--- config.mk ---
export PLATFORM = sky130hd
export DESIGN_NAME = load_unit_flat
export DESIGN_NICKNAME = d
export VERILOG_FILES = /design/src/rtl/lsu_pkg.sv /design/src/rtl/load_unit_if.sv /design/src/rtl/load_format.sv /design/src/rtl/load_unit.sv /design/src/flat_wrapper.sv
export SDC_FILE = /design/constraint.sdc
export NUM_CORES = 1
export LEC_CHECK = 0
export ABC_AREA = 1
export CELL_PAD_IN_SITES_DETAIL_PLACEMENT = 0
export CELL_PAD_IN_SITES_GLOBAL_PLACEMENT = 1
export CORE_ASPECT_RATIO = 0.5
export CORE_MARGIN = 2
export CORE_UTILIZATION = 35
export CTS_CLUSTER_DIAMETER = 200
export DETAILED_ROUTE_END_ITERATION = 8
export GPL_ROUTABILITY_DRIVEN = 0
export PLACE_DENSITY_LB_ADDON = 0.1
export SKIP_LAST_GASP = 1
export SLEW_MARGIN = 25
export SYNTH_ARGS = -nofsm -noshare
export SYNTH_HDL_FRONTEND = slang
export SYNTH_SLANG_ARGS = --single-unit
--- constraint.sdc ---
create_clock -name clk -period 2.4 [get_ports clk]
set_input_delay 0.36 -clock clk [delete_from_list [all_inputs] [get_ports clk]]
set_output_delay 0.36 -clock clk [all_outputs]
set_load 0.02 [all_outputs]
--- src/rtl/lsu_pkg.sv ---
// Shared load/store definitions: funct3 encodings, load FSM states, word alignment.
// The store path imports the same package, so keep it free of load-only logic.
package lsu_pkg;

  localparam logic [2:0] F3_LB  = 3'b000;
  localparam logic [2:0] F3_LH  = 3'b001;
  localparam logic [2:0] F3_LW  = 3'b010;
  localparam logic [2:0] F3_LBU = 3'b100;
  localparam logic [2:0] F3_LHU = 3'b101;

  localparam logic [31:0] WORD_ALIGN_MASK = 32'hFFFF_FFFC;

  typedef enum logic [1:0] {
    IDLE = 2'd0,
    REQ  = 2'd1,
    WAIT = 2'd2,
    DONE = 2'd3
  } ld_state_e;

  function automatic logic [31:0] word_align(input logic [31:0] addr);
    return addr & WORD_ALIGN_MASK;
  endfunction

  function automatic logic f3_is_legal(input logic [2:0] f3);
    return (f3 == F3_LB) || (f3 == F3_LH) || (f3 == F3_LW) ||
           (f3 == F3_LBU) || (f3 == F3_LHU);
  endfunction

  // Halfwords need an even address, words a multiple of four.
  function automatic logic is_misaligned(input logic [2:0] f3, input logic [1:0] off);
    logic mis;
    mis = 1'b0;
    if ((f3 == F3_LH) || (f3 == F3_LHU)) mis = off[0];
    else if (f3 == F3_LW)                mis = (off != 2'b00);
    return mis;
  endfunction

endpackage

--- src/rtl/load_unit_if.sv ---
// Core-side load request/response and data-memory read channel of the load unit.
// slave = the load unit itself; master = the core plus data memory driving it.
interface load_unit_if;
  import lsu_pkg::*;

  // Handshakes:
  //   ld_valid/ld_ready : a request transfers on a rising edge with both high;
  //                       ld_addr/ld_funct3 are sampled at that edge only.
  //   mem_req/mem_gnt   : the read issues on an edge with both high; mem_req and
  //                       mem_addr stay stable until then.
  //   mem_rvalid        : single-cycle data strobe, no back-pressure; may coincide
  //                       with mem_gnt.
  //   rd_valid          : single-cycle result strobe, no back-pressure; ld_err
  //                       qualifies it.
  logic        ld_valid;
  logic        ld_ready;
  logic [31:0] ld_addr;
  logic [2:0]  ld_funct3;
  logic        mem_req;
  logic [31:0] mem_addr;
  logic        mem_gnt;
  logic        mem_rvalid;
  logic [31:0] mem_rdata;
  logic        rd_valid;
  logic [31:0] rd_data;
  logic        ld_err;
  logic        busy;
  ld_state_e   dbg_state;

  modport slave (
    input  ld_valid, ld_addr, ld_funct3, mem_gnt, mem_rvalid, mem_rdata,
    output ld_ready, mem_req, mem_addr, rd_valid, rd_data, ld_err, busy, dbg_state
  );

  modport master (
    output ld_valid, ld_addr, ld_funct3, mem_gnt, mem_rvalid, mem_rdata,
    input  ld_ready, mem_req, mem_addr, rd_valid, rd_data, ld_err, busy, dbg_state
  );

endinterface

--- src/rtl/load_format.sv ---
// Selects the addressed byte/halfword/word from a returned memory word and
// sign- or zero-extends it to 32 bits.
module load_format
  import lsu_pkg::*;
(
  input  logic [31:0] rdata,
  input  logic [2:0]  funct3,
  input  logic [1:0]  offset,
  output logic [31:0] result
);

  logic [7:0]  byte_v;
  logic [15:0] half_v;

  always_comb begin
    byte_v = rdata[7:0];
    case (offset)
      2'd0:    byte_v = rdata[7:0];
      2'd1:    byte_v = rdata[15:8];
      2'd2:    byte_v = rdata[23:16];
      default: byte_v = rdata[31:24];
    endcase
  end

  // offset[0] is deliberately ignored here: an odd halfword address truncates.
  assign half_v = offset[1] ? rdata[31:16] : rdata[15:0];

  always_comb begin
    result = rdata;
    case (funct3)
      F3_LB:   result = {{24{byte_v[7]}}, byte_v};
      F3_LBU:  result = {24'h0, byte_v};
      F3_LH:   result = {{16{half_v[15]}}, half_v};
      F3_LHU:  result = {16'h0, half_v};
      default: result = rdata;
    endcase
  end

endmodule

--- src/rtl/load_unit.sv ---
// Load unit: accepts a core load, issues a word-aligned memory read, formats the result.
// Optional misaligned-access trap is enabled by defining LOAD_MISALIGN_TRAP_EN.
module load_unit
  import lsu_pkg::*;
#(
  parameter int TIMEOUT_CYC = 255
) (
  input  logic        clk,
  input  logic        rst_n,
  load_unit_if.slave  bus
);

  localparam logic [7:0] TO_LAST = 8'(TIMEOUT_CYC - 1);

  ld_state_e   state_q, state_d;
  logic        mem_req_q, mem_req_d;
  logic [31:0] mem_addr_q, mem_addr_d;
  logic [1:0]  off_q, off_d;
  logic [2:0]  f3_q, f3_d;
  logic [7:0]  cnt_q, cnt_d;
  logic        rd_valid_q, rd_valid_d;
  logic [31:0] rd_data_q, rd_data_d;
  logic        ld_err_q, ld_err_d;
  logic [31:0] fmt_data;
  logic        req_bad;

  load_format u_format (
    .rdata  (bus.mem_rdata),
    .funct3 (f3_q),
    .offset (off_q),
    .result (fmt_data)
  );

`ifdef LOAD_MISALIGN_TRAP_EN
  assign req_bad = !f3_is_legal(bus.ld_funct3) ||
                   is_misaligned(bus.ld_funct3, bus.ld_addr[1:0]);
`else
  assign req_bad = !f3_is_legal(bus.ld_funct3);
`endif

  always_ff @(posedge clk or negedge rst_n) begin
    if (!rst_n) begin
      state_q    <= IDLE;
      mem_req_q  <= 1'b0;
      mem_addr_q <= 32'h0;
      off_q      <= 2'b00;
      f3_q       <= 3'b000;
      cnt_q      <= 8'h0;
      rd_valid_q <= 1'b0;
      rd_data_q  <= 32'h0;
      ld_err_q   <= 1'b0;
    end else begin
      state_q    <= state_d;
      mem_req_q  <= mem_req_d;
      mem_addr_q <= mem_addr_d;
      off_q      <= off_d;
      f3_q       <= f3_d;
      cnt_q      <= cnt_d;
      rd_valid_q <= rd_valid_d;
      rd_data_q  <= rd_data_d;
      ld_err_q   <= ld_err_d;
    end
  end

  always_comb begin
    state_d    = state_q;
    mem_req_d  = mem_req_q;
    mem_addr_d = mem_addr_q;
    off_d      = off_q;
    f3_d       = f3_q;
    cnt_d      = cnt_q;
    rd_valid_d = 1'b0;
    rd_data_d  = rd_data_q;
    ld_err_d   = ld_err_q;

    case (state_q)
      IDLE: begin
        if (bus.ld_valid) begin
          off_d = bus.ld_addr[1:0];
          f3_d  = bus.ld_funct3;
          if (req_bad) begin
            state_d    = DONE;
            rd_valid_d = 1'b1;
            rd_data_d  = 32'h0;
            ld_err_d   = 1'b1;
          end else begin
            state_d    = REQ;
            mem_req_d  = 1'b1;
            mem_addr_d = word_align(bus.ld_addr);
            cnt_d      = 8'h0;
          end
        end
      end

      REQ: begin
        // Returned data wins over a timeout expiring in the same cycle.
        if (bus.mem_gnt && bus.mem_rvalid) begin
          state_d    = DONE;
          mem_req_d  = 1'b0;
          rd_valid_d = 1'b1;
          rd_data_d  = fmt_data;
          ld_err_d   = 1'b0;
        end else if (cnt_q == TO_LAST) begin
          state_d    = DONE;
          mem_req_d  = 1'b0;
          rd_valid_d = 1'b1;
          rd_data_d  = 32'h0;
          ld_err_d   = 1'b1;
        end else if (bus.mem_gnt) begin
          state_d   = WAIT;
          mem_req_d = 1'b0;
          cnt_d     = cnt_q + 8'h1;
        end else begin
          cnt_d = cnt_q + 8'h1;
        end
      end

      WAIT: begin
        if (bus.mem_rvalid) begin
          state_d    = DONE;
          rd_valid_d = 1'b1;
          rd_data_d  = fmt_data;
          ld_err_d   = 1'b0;
        end else if (cnt_q == TO_LAST) begin
          state_d    = DONE;
          rd_valid_d = 1'b1;
          rd_data_d  = 32'h0;
          ld_err_d   = 1'b1;
        end else begin
          cnt_d = cnt_q + 8'h1;
        end
      end

      DONE: begin
        state_d  = IDLE;
        ld_err_d = 1'b0;
      end

      default: state_d = IDLE;
    endcase
  end

  assign bus.ld_ready  = (state_q == IDLE);
  assign bus.busy      = (state_q != IDLE);
  assign bus.mem_req   = mem_req_q;
  assign bus.mem_addr  = mem_addr_q;
  assign bus.rd_valid  = rd_valid_q;
  assign bus.rd_data   = rd_data_q;
  assign bus.ld_err    = ld_err_q;
  assign bus.dbg_state = state_q;

endmodule

--- src/flat_wrapper.sv ---
// flat-port wrapper written by rule: the top's interface ports become plain ports
module load_unit_flat import lsu_pkg::*;
#(
  parameter int TIMEOUT_CYC = 255
)
  (clk, rst_n, bus_ld_valid, bus_ld_addr, bus_ld_funct3, bus_mem_gnt, bus_mem_rvalid, bus_mem_rdata, bus_ld_ready, bus_mem_req, bus_mem_addr, bus_rd_valid, bus_rd_data, bus_ld_err, bus_busy, bus_dbg_state);
  load_unit_if bus_i ();
  input  logic clk;
  input  logic rst_n;
  input wire logic [$bits(bus_i.ld_valid)-1:0] bus_ld_valid;
  input wire logic [$bits(bus_i.ld_addr)-1:0] bus_ld_addr;
  input wire logic [$bits(bus_i.ld_funct3)-1:0] bus_ld_funct3;
  input wire logic [$bits(bus_i.mem_gnt)-1:0] bus_mem_gnt;
  input wire logic [$bits(bus_i.mem_rvalid)-1:0] bus_mem_rvalid;
  input wire logic [$bits(bus_i.mem_rdata)-1:0] bus_mem_rdata;
  output wire logic [$bits(bus_i.ld_ready)-1:0] bus_ld_ready;
  output wire logic [$bits(bus_i.mem_req)-1:0] bus_mem_req;
  output wire logic [$bits(bus_i.mem_addr)-1:0] bus_mem_addr;
  output wire logic [$bits(bus_i.rd_valid)-1:0] bus_rd_valid;
  output wire logic [$bits(bus_i.rd_data)-1:0] bus_rd_data;
  output wire logic [$bits(bus_i.ld_err)-1:0] bus_ld_err;
  output wire logic [$bits(bus_i.busy)-1:0] bus_busy;
  output wire logic [$bits(bus_i.dbg_state)-1:0] bus_dbg_state;
  assign bus_i.ld_valid = bus_ld_valid;
  assign bus_i.ld_addr = bus_ld_addr;
  assign bus_i.ld_funct3 = bus_ld_funct3;
  assign bus_i.mem_gnt = bus_mem_gnt;
  assign bus_i.mem_rvalid = bus_mem_rvalid;
  assign bus_i.mem_rdata = bus_mem_rdata;
  assign bus_ld_ready = bus_i.ld_ready;
  assign bus_mem_req = bus_i.mem_req;
  assign bus_mem_addr = bus_i.mem_addr;
  assign bus_rd_valid = bus_i.rd_valid;
  assign bus_rd_data = bus_i.rd_data;
  assign bus_ld_err = bus_i.ld_err;
  assign bus_busy = bus_i.busy;
  assign bus_dbg_state = bus_i.dbg_state;
  load_unit #(.TIMEOUT_CYC(TIMEOUT_CYC)) u_core (.clk(clk), .rst_n(rst_n), .bus(bus_i));
endmodule
# Word level (Yosys, flattened, before mapping)
# Cells that the tools add are included.
[word_totals] wordCells=90 ff_bits=80 output_inout_bits=71
[classes] reduce_logical=19 eq_ne=20 n_mux=41 addsub=1
[ops] cell="32-bit 2-to-1 mux" n=5
[ops] cell="32-bit one-hot mux with 4 select lines" n=1
[ops] cell="32-bit one-hot mux with 3 select lines" n=1
[ops] cell="8-bit one-hot mux with 3 select lines" n=2
[ops] cell="8-bit 2-to-1 mux" n=5
[ops] cell="16-bit 2-to-1 mux" n=1
[ops] cell="1-bit 2-to-1 mux" n=15
[ops] cell="2-bit 2-to-1 mux" n=7
[ops] cell="3-bit equality test, second input constant" n=4
[ops] cell="3-bit AND reduction" n=3
[ops] cell="8-bit by 1-bit adder with 8-bit output, second input constant" n=1
[ops] cell="8-bit equality test, second input constant" n=1
[ops] cell="2-bit != test, second input constant" n=4
[ops] cell="2-bit one-hot mux with 4 select lines" n=1
[ops] cell="2-bit equality test, second input constant" n=3
[ops] cell="3-bit by 1-bit equality test with 1-bit output, second input constant" n=2
[ops] cell="3-bit zero test" n=2
[ops] cell="5-bit AND reduction" n=1
[ops] cell="2-bit by 1-bit equality test with 1-bit output, second input constant" n=2
[ops] cell="2-bit zero test" n=2
[ops] cell="1-bit logical OR" n=4
[ops] cell="4-bit by 2-bit != test with 1-bit output, second input constant" n=1
[ops] cell="1-bit one-hot mux with 4 select lines" n=1
[ops] cell="2-bit AND reduction" n=2
[ops] cell="other kinds (9)" n=10

# Logic depth before layout (Yosys ltp)
[logic_depth] word_depth=8 depth_mapped=11 depth_no_buf=11

# Modules after synthesis
# A second synthesis with hierarchy kept.
[hier_totals] hier_cells=652 hier_area_um2=4694.5
[by_module_without_submodules] mod="load_unit" cells_per_inst=460 area_per_inst_um2=3798.6 n_inst=1 seq_area_each_um2=2001.9
[by_module_without_submodules] mod="load_format" cells_per_inst=192 area_per_inst_um2=895.9 n_inst=1 seq_area_each_um2=0.0

# Least setup slack after synthesis
# Ideal clock, no wire load.
[synth_timing] kind="register to register" start="register u_core.state_q[0], in the netlist u_core.bus.dbg_state[0]" end="register u_core.rd_data_q[11], in the netlist u_core.bus.rd_data[11]" n_path_buf=2 setup_slack_ns=0.481 period_less_slack_ns=1.919 arrival_ns=1.796 setup_time_ns=0.123 stages_incl_launch_ff=11 cell_sequence="dfrtp_1 -> inv_1 -> ha_1 -> buf_2 -> a21oi_2 -> nand2_2 -> inv_1 -> o21ai_4 -> buf_6 -> nand2_1 -> nand2_1"
[synth_between] elab_chain_cells=3 word_cells_on_any_way=8 cone_classes="4 x eq/ne; 1 x mux; 3 x reduce/logical"
[synth_rtl] element="start, declared" line_no="load_unit.sv:15" text="ld_state_e state_q, state_d;"
[synth_rtl] element="start signal, assigned" line_no="load_unit.sv:53" text="state_q <= state_d;"
[synth_rtl] element="2-bit zero test *"
[synth_rtl] element="via bus_ld_ready" line_no="flat_wrapper.sv:16" text="output wire logic [$bits(bus_i.ld_ready)-1:0] bus_ld_ready;"
[synth_rtl] element="2-bit != test (no line) or 3-bit nonzero test (tied branches)"
[synth_rtl] element="3-bit AND reduction (no line)"
[synth_rtl] element="end signal, assigned" line_no="load_unit.sv:60" text="rd_data_q <= rd_data_d;"
[synth_rtl] element="end, declared" line_no="load_unit.sv:22" text="logic [31:0] rd_data_q, rd_data_d;"
# Mark *: on every way through the listed nets, which the timed path passes. The rest lies on a longest branch.
# A chain may end at the register's enable or synchronous reset.

# Worst setup path in the final report
[layout_timing] start="register u_core.state_q[0], in the netlist u_core.bus.dbg_state[0]" end="output bus_ld_ready"
[layout_between] elab_chain_cells=1
[layout_rtl] element="2-bit zero test" line_no="load_unit.sv:143" text="assign bus.ld_ready = (state_q == IDLE);"
[layout_rtl] element="end, declared" line_no="flat_wrapper.sv:16"
# Every way passes these cells.

==> flow_metrics.env <==
export IMPL_drtIter0Drc=352
export IMPL_timing_hold_ws_ns=0.455
export IMPL_routed_wl_um=13200
export IMPL_worstPathRequired_ns=2.04
export IMPL_port_buffers=140
export IMPL_synth_distinct_cells=33
export IMPL_n_antenna_cell=0
export IMPL_place_ws_ns=0.136
export IMPL_antenna_left=0
export IMPL_n_fill_cell=1209
export IMPL_fin_ws_ns=0.110
export IMPL_synth_edff_count=0
export IMPL_final_max_slew_viol_count=0
export IMPL_place_area_um2=5970
export IMPL_async_flop_share_pct=100
export IMPL_htree_levels=3
export IMPL_skew_ns=0.00719
export IMPL_outcome="complete, no violations"
export IMPL_grt_max_degree=61
export IMPL_drc=0
export IMPL_layout_area_overhead_vs_synth_pct=41.7
export IMPL_antenna_found_initial=0
export IMPL_endpoint_kind="output port"
export IMPL_totalNegativeSetupSlack_ns=0
export IMPL_grt_pass1_wl_um=21700
export IMPL_synth_ff_type="dfrtp_1"
export IMPL_ys_ff_latch=80
export IMPL_cp_arrival_ns=1.93
export IMPL_seqCellArea_um2=2000
export IMPL_placed_cells=896
export IMPL_syn_area_um2=4420
export IMPL_dp_hpwl_um=9650
export IMPL_cts_buffer_depth=2
export IMPL_insertion_delay_ns=0.34
export IMPL_io_pins=143
export IMPL_cp_start_kind="register"
export IMPL_postSynthAreaPerCell_um2=7.31
export IMPL_die_y_um=83.5
export IMPL_die_area_um2=13600
export IMPL_multi_input_area_um2=2110
export IMPL_synthCells=605
export IMPL_cap_violations=0
export IMPL_final_cells=913
export IMPL_dr_pass1_iters=5
export IMPL_peakVddDrop_v=0.000591
export IMPL_yosysSeqAreaShare_pct=45.3
export IMPL_finalCritPeriodShare_pct=95.4
export IMPL_tightest_slew_ns=0.703
export IMPL_track_usage_pct=20.1
export IMPL_initial_core_util_pct=36.7
export IMPL_slew_limit_headroom_pct=52.9
export IMPL_num_nets_final=821
export IMPL_setup_viol_count_final=0
export IMPL_clock_root_buffer="clkbuf_16"
export IMPL_cts_sinks=80
export IMPL_cts_tree="done"
export IMPL_grt_overflow=0
export IMPL_yosysWarnings=0
export IMPL_hold_class="in2async"
export IMPL_num_vias=4303
export IMPL_drive_above_1_share_pct=7.75
export IMPL_power_total_mw=7.97
export IMPL_p_leak_nw=3.14
export IMPL_post_drt_wl_per_cell_um=14.4
export IMPL_utilization_pct=52.0
export IMPL_p_per_area_nw_per_um2=1270
export IMPL_row_count=28
export IMPL_crit_fanout=9
export IMPL_hold_violations=0
export IMPL_grt_pass1_vias=4267
export IMPL_period_needed_ns=2.29
export IMPL_drt_vias_per_instance=4.71
export IMPL_path_class="reg2out"
export IMPL_rsz0062_at_grt="false"
export IMPL_core_area_um2=12100
export IMPL_path_clk_slew_ns=0.07
export IMPL_cts_inserted_buffers=9
export IMPL_stdcell_area_um2=6260
export IMPL_dieWidth_um=163
export IMPL_max_freq_mhz=437
worst max-delay path, stage by stage (launching register included):
cell and delay (ns):
dfrtp_1 0.44, inv_1 0.12, ha_1 0.36, clkdlybuf4s50_1 0.67
sequential cells by signal, summed over array words and instances, names as in the netlist:
signal / count
u_core.cnt_q: 8
u_core.bus.rd_data: 32
u_core.bus.dbg_state: 2
u_core.bus.rd_valid: 1
u_core.bus.mem_req: 1
u_core.off_q: 2
u_core.f3_q: 3
u_core.bus.ld_err: 1
u_core.bus.mem_addr: 30
placed cells by master (no fill, tap or decap), types with 2 or more instances in the layout:
cell type / netlist / layout
or2_2: 2 / 2
nand2_2: 7 / 7
inv_6: 0 / 4
nand3_1: 18 / 18
o21ai_1: 2 / 2
nand4_1: 18 / 18
nand2_4: 2 / 2
clkbuf_16: 0 / 9
nor2_2: 2 / 3
a21oi_1: 29 / 29
nand2_1: 270 / 270
nor3_1: 2 / 2
o21ai_2: 3 / 3
buf_4: 6 / 12
dfrtp_1: 80 / 80
nor2_1: 37 / 36
a22oi_1: 7 / 7
xor2_1: 4 / 4
ha_1: 6 / 6
o211ai_1: 2 / 2
clkdlybuf4s50_1: 0 / 138
o21ai_0: 40 / 40
inv_2: 6 / 6
conb_1: 1 / 2
inv_1: 33 / 33
metal layers:
metal	track usage, %	share of wire, %
met1	27.2	48
met2	32.3	45
met3	5.91	6.7
met4	3.38	0.68
met5	0	0
area by class of cell:
type / count / area share [%]
Clock buffer: 9 / 3.60
Sequential cell: 80 / 32.0
Multi-Input combinational cell: 459 / 33.6
Inverter: 40 / 2.40
Timing Repair Buffer: 153 / 24.2
Tap cell: 165 / 3.30
Clock inverter: 7 / 0.959
worst paths after layout:
path | startpoint | end | slack [ns] | depth (start not counted)
max | u_core.bus.dbg_state[0] | bus_ld_ready | 0.11 | 3
max in group asynchronous | rst_n | u_core.bus.rd_data[12] | 1.31 | 3
min | rst_n | u_core.bus.dbg_state[0] | 0.46 | 2
max reg2reg | u_core.bus.dbg_state[0] | u_core.bus.rd_data[7] | 0.26 | 8
min in group clk | u_core.bus.mem_addr[4] | u_core.bus.mem_addr[4] | 0.47 | 2
min reg2reg | u_core.bus.mem_addr[4] | u_core.bus.mem_addr[4] | 0.47 | 2
synth_stat cells (2+ instances only):
cell type	n	share of area, %
nand2_2	7	0.99
buf_4	6	1.0
nand4_1	18	2.5
buf_6	4	1.0
nor3_1	2	0.23
o21ai_2	3	0.59
or2_2	2	0.28
inv_1	33	2.8
o211ai_1	2	0.34
a21oi_1	29	3.3
clkbuf_1	4	0.34
o21ai_0	40	4.5
ha_1	6	1.7
nand3_1	18	2.0
buf_2	12	1.4
nand2_1	270	23
o21ai_1	2	0.23
a22oi_1	7	1.2
xor2_1	4	0.79
nor2_2	2	0.28
inv_2	6	0.51
nand2_4	2	0.51
nor2_1	37	3.1
dfrtp_1	80	45
power by group:
group / switching, mW / total [mW] / internal, mW
Combinational: 2.71 / 4.40 / 1.69
Sequential: 0.361 / 2.22 / 1.86
Clock: 0.631 / 1.35 / 0.724
Total: 3.70 / 7.97 / 4.27
repair_timing:
action,4_1_cts,5_1_grt
gates resized for setup,0,1
hold buffers,1,0
buffers inserted,0,0
endpoints found under the setup margin,0,1
hold endpoints to repair,20,0
cell families after synthesis:
logic type / after synthesis / synth area share [%]
other: 1 / 0.0848
AO/OA/AOI/OAI: 85 / 10.7
flip-flops: 80 / 45.3
buffers and inverters: 67 / 7.22
adder cells (fa/ha/maj): 6 / 1.70
AND/OR/NAND/NOR: 362 / 34.2
XOR/XNOR: 4 / 0.792
Note: power is estimated with default switching activity, not from simulation.
